$ cat src/rtl/seq_multiword_adder_pkg.sv
// Shared constants and FSM encoding for the sequential multiword adder.
// Imported by the adder top and by anything that inspects its state.
package seq_multiword_adder_pkg;

    localparam int ADDER_W = 16;

    typedef enum logic [1:0] {
        IDLE = 2'd0,
        ADD  = 2'd1,
        HOLD = 2'd2
    } state_t;

endpackage

$ cat src/rtl/mix16bitaddr.sv
// 16-bit ripple-style adder with carry-in and carry-out.
// Purely combinational; the sequential wrapper feeds it one word per cycle.
module mix16bitaddr (
    input  logic [15:0] A,
    input  logic [15:0] B,
    input  logic        Cin,
    output logic [15:0] Sum,
    output logic        Cout
);

    assign {Cout, Sum} = 17'(A) + 17'(B) + 17'(Cin);

endmodule

$ cat src/rtl/seq_multiword_adder.sv
// Sequential WORDS x 16-bit adder: one 16-bit word per cycle, LSW first,
// with the registered carry chained into the next word.
module seq_multiword_adder
    import seq_multiword_adder_pkg::*;
#(
    parameter int WORDS = 4
) (
    input  logic                     clk,
    input  logic                     rst,
    input  logic                     in_valid,
    output logic                     in_ready,
    input  logic [WORDS*ADDER_W-1:0] a_in,
    input  logic [WORDS*ADDER_W-1:0] b_in,
    input  logic                     cin,
    output logic                     out_valid,
    input  logic                     out_ready,
    output logic [WORDS*ADDER_W-1:0] sum_out,
    output logic                     cout_out
);

    localparam int IDX_W = (WORDS > 1) ? $clog2(WORDS) : 1;
    localparam int OFF_W = IDX_W + $clog2(ADDER_W);

    state_t state, state_n;

    logic [WORDS*ADDER_W-1:0] a_r;
    logic [WORDS*ADDER_W-1:0] b_r;
    logic [WORDS*ADDER_W-1:0] sum_r;
    logic                     carry_r;
    logic [IDX_W-1:0]         idx;

    logic [OFF_W-1:0]   off;
    logic [ADDER_W-1:0] add_a;
    logic [ADDER_W-1:0] add_b;
    logic [ADDER_W-1:0] add_sum;
    logic               add_cout;
    logic               last;
    logic               load;
    logic               step;

    // Word offset is idx*16, built by concatenation to keep widths exact.
    assign off   = {idx, 4'b0000};
    assign add_a = a_r[off +: ADDER_W];
    assign add_b = b_r[off +: ADDER_W];
    assign last  = (idx == IDX_W'(WORDS - 1));

    mix16bitaddr u_add (
        .A    (add_a),
        .B    (add_b),
        .Cin  (carry_r),
        .Sum  (add_sum),
        .Cout (add_cout)
    );

    always_ff @(posedge clk or posedge rst) begin
        if (rst) begin
            state <= IDLE;
        end else begin
            state <= state_n;
        end
    end

    always_comb begin
        state_n   = state;
        in_ready  = 1'b0;
        out_valid = 1'b0;
        load      = 1'b0;
        step      = 1'b0;
        unique case (state)
            IDLE: begin
                in_ready = 1'b1;
                if (in_valid) begin
                    load    = 1'b1;
                    state_n = ADD;
                end
            end
            ADD: begin
                step = 1'b1;
                if (last) begin
                    state_n = HOLD;
                end
            end
            HOLD: begin
                out_valid = 1'b1;
                if (out_ready) begin
                    state_n = IDLE;
                end
            end
            default: begin
                state_n = IDLE;
            end
        endcase
    end

    always_ff @(posedge clk or posedge rst) begin
        if (rst) begin
            a_r     <= '0;
            b_r     <= '0;
            sum_r   <= '0;
            carry_r <= 1'b0;
            idx     <= '0;
        end else if (load) begin
            a_r     <= a_in;
            b_r     <= b_in;
            carry_r <= cin;
            idx     <= '0;
        end else if (step) begin
            sum_r[off +: ADDER_W] <= add_sum;
            carry_r               <= add_cout;
            if (!last) begin
                idx <= idx + IDX_W'(1);
            end
        end
    end

    // Result stays on the outputs after release; valid only with out_valid.
    assign sum_out  = sum_r;
    assign cout_out = carry_r;

endmodule

$ cat config.mk
export PLATFORM = sky130hd
export DESIGN_NAME = seq_multiword_adder
export DESIGN_NICKNAME = d
export VERILOG_FILES = /design/src/rtl/seq_multiword_adder_pkg.sv /design/src/rtl/mix16bitaddr.sv /design/src/rtl/seq_multiword_adder.sv
export SDC_FILE = /design/constraint.sdc
export NUM_CORES = 1
export LEC_CHECK = 0
export ABC_AREA = 0
export BUFFER_PORTS_ARGS = -buffer_cell sky130_fd_sc_hd__clkbuf_2
export CAP_MARGIN = 25
export CELL_PAD_IN_SITES_DETAIL_PLACEMENT = 1
export CELL_PAD_IN_SITES_GLOBAL_PLACEMENT = 1
export CORE_AREA = 3 3 155 157
export CTS_CLUSTER_SIZE = 16
export DETAILED_ROUTE_END_ITERATION = 12
export DIE_AREA = 0 0 158 160
export PLACE_DENSITY_LB_ADDON = 0.1
export SLEW_MARGIN = 20
export SYNTH_ARGS = -nofsm -noshare
export SYNTH_HDL_FRONTEND = slang
export SYNTH_SLANG_ARGS = --single-unit
export TNS_END_PERCENT = 1
$ cat constraint.sdc
create_clock -name clk -period 5.1 [get_ports clk]
set_input_delay 0.255 -clock clk [delete_from_list [all_inputs] [get_ports clk]]
set_output_delay 0.255 -clock clk [all_outputs]
set_load 0.05 [all_outputs]
==> results_dict.tcl <==
set metrics [dict create \
    grt_pass1_wl_um 38700 \
    fillerInstances 2360 \
    die_area_mm2 0.0253 \
    post-route-drc-count 0 \
    place_ws_ps 1360 \
    root_buffer "clkbuf_16" \
    maxSlewViolCount 0 \
    synthFlopType "dfrtp_1" \
    cts_resized 0 \
    rsz0062_at_grt "no" \
    cp_max_fo 26 \
    ys_warn_count 0 \
    synth_area_mm2 0.00904 \
    fin_worst_skew_ps 11.2 \
    endpoint "sum_out[8]$_DFFE_PP0P_" \
    die_h_um 160 \
    start_util 0.399 \
    grt_pass1_vias 6928 \
    clock_sinks 197 \
    tns_ps 0 \
    hold_viol 0 \
    yosysUniqueCellTypes 56 \
    worst_hold_slack_ps 46.9 \
    dr.pass1.iters 4 \
    wl_per_cell_um 21.9 \
    critPathKind "register to register" \
    diodes 0 \
    boundaryPins 200 \
    final_cell_mix "199 x clkbuf_2, 195 x dfrtp_1, 129 x mux2_2" \
    reg2reg_slack_ps 1430 \
    clkLatencyLatePin_ps 440 \
    avgSynthCellArea_um2 14.4 \
    arrival_ps 3970 \
    fp-row-count 55 \
    clockBufferDepth 2 \
    drtAntennaViolNets 0 \
    clock.fmax_mhz 272 \
    antenna_found_initial 1 \
    dp.final_hpwl_um 18300 \
    r2r_end "sum_out[8]$_DFFE_PP0P_" \
    r2r_cells 9 \
    track_usage 0.197 \
    hp-class "input port to register" \
    cts_htree_levels 4 \
    synth_edf_count 0 \
    grt-ovfl-total 0 \
    fin_ws_ps 1430 \
    required_ps 5400 \
    drtIter0Drc 237 \
    max_cap_violations 0 \
    numPortBuffers 199 \
    via_count 6128 \
    synth_nets 783 \
    vias_per_cell 5.47 \
    finalCritPeriodShare 0.721 \
    finalWeightedCongestion 0.849 \
    fin_crit_ps 3670 \
    area_growth_pct 20.6 \
    synth_cells 627 \
    final_nets 979 \
    wirelength_um 24600 \
    synthArstFlopShare 1.00 \
    final_common_cell "clkbuf_2" \
    post_cts_buffers 0 \
    clk_pin_slew_ps 80 \
    die_w_um 158 \
    seq_area_frac_synth 0.545 \
    status "finished, final reports clean" \
    setup_viol 0 \
    synth-seq-cells 197 \
    cts_tree "yes" \
    tightestPinTransition_ps 835 \
    final_layout_size_suffix_gt1_frac 0.510 \
    worst_setup_path_start_kind "register" \
    endpoint_kind "register" \
    grt_max_degree 198 \
    coreArea_mm2 0.0226 \
    max_slew_margin 0.439 \
    reg2reg_from "idx[0]$_DFFE_PP0P_" \
    cts_made_buffers 17 \
    crit_start "idx[0]$_DFFE_PP0P_" \
]
==> synth_stat cells (2+ instances only) <==
master,instances,area share
xor2_1,4,0.0039
a211oi_2,2,0.0028
a22o_1,48,0.046
clkbuf_1,7,0.0029
a221o_1,4,0.0044
o21bai_1,2,0.0017
o21ai_0,21,0.012
o21a_1,3,0.0025
clkbuf_8,2,0.0030
fa_1,2,0.0044
a21o_1,4,0.0033
o31ai_2,2,0.0028
xnor2_1,5,0.0048
nand4_1,3,0.0021
a221oi_1,2,0.0019
o21ai_2,3,0.0029
nand2_1,31,0.013
a21oi_1,17,0.0094
a211oi_1,2,0.0017
nand3_1,2,0.0011
mux4_2,32,0.080
mux2_2,129,0.16
buf_2,20,0.011
nand2_2,4,0.0028
inv_1,11,0.0046
ha_1,21,0.029
dfrtp_1,197,0.55
nor3b_1,2,0.0017
and2_1,4,0.0028
nor2b_1,2,0.0014
nor2_1,14,0.0058
==> worst max-delay path, cell delays in order, from the launching register on <==
cell	delay [ps]
dfrtp_2	590
buf_4	540
mux4_2	620
fa_1	510
a211oi_2	320
o21ai_2	150
a21o_1	180
a21oi_1	170
xor2_1	300
o21ai_0	150
==> logic make-up after synthesis <==
kind of cell	Yosys count	share of synthesized area
DFF	197	0.545
muxes	161	0.240
AOI/OAI and AO/OA	120	0.104
and+or+nand+nor	72	0.0414
buffers and inverters	44	0.0253
adders and majority gates	23	0.0335
xor gates and xnor gates	10	0.0105
==> routing by layer <==
layer / part of all wire / global-route usage / routed length (um)
met5: 0.00081 / 0 / 20
met4: 0.013 / 0.0520 / 315
met3: 0.065 / 0.0553 / 1590
met2: 0.48 / 0.323 / 11900
met1: 0.44 / 0.259 / 10800
==> how the worst min path moves through the flow <==
stage / from / endpoint / slack (ps) / cells after the start
after floorplan: a_in[55] / a_r[55]$_DFFE_PP0P_ / 410 / 1
after global placement: a_r[39]$_DFFE_PP0P_ / a_r[39]$_DFFE_PP0P_ / 480 / 1
after detailed placement: b_in[9] / b_r[9]$_DFFE_PP0P_ / 490 / 2
after CTS: b_in[35] / b_r[35]$_DFFE_PP0P_ / 30 / 2
after global routing: b_in[3] / b_r[3]$_DFFE_PP0P_ / 30 / 2
final: a_in[41] / a_r[41]$_DFFE_PP0P_ / 50 / 2
==> repair_timing <==
item / 4_1_cts / 5_1_grt
endpoints found under the hold margin: 0 / 3
endpoints found under the setup margin: 0 / 0
hold buffers: 0 / 1
==> flip-flops by register name, indices dropped and copies added, names as in the netlist <==
signal,count
cout_out,1
state,2
b_r,64
idx,2
sum_out,64
a_r,64
==> cell type report <==
class	instances	area (um2)	share of cell area
tap	285	357	0.0327
sequential	197	4930	0.452
inverter	11	45.0	0.00413
clock inverter	14	139	0.0127
multi-input combinational	386	3890	0.356
clock buffer	18	429	0.0393
timing repair buffer	210	1120	0.102
==> stage by stage <==
step | util | instances | instance area [um2]
finish | 0.482 | 1121 | 10900
detailed placement | 0.455 | 1087 | 10300
CTS | 0.480 | 1119 | 10900
floorplan | - | 627 | 9050
global route | 0.482 | 1121 | 10900
global placement | 0.454 | 1084 | 10300
Power is not shown: default switching activity piles up to over one toggle a cycle in this logic, so the estimate is an artifact.
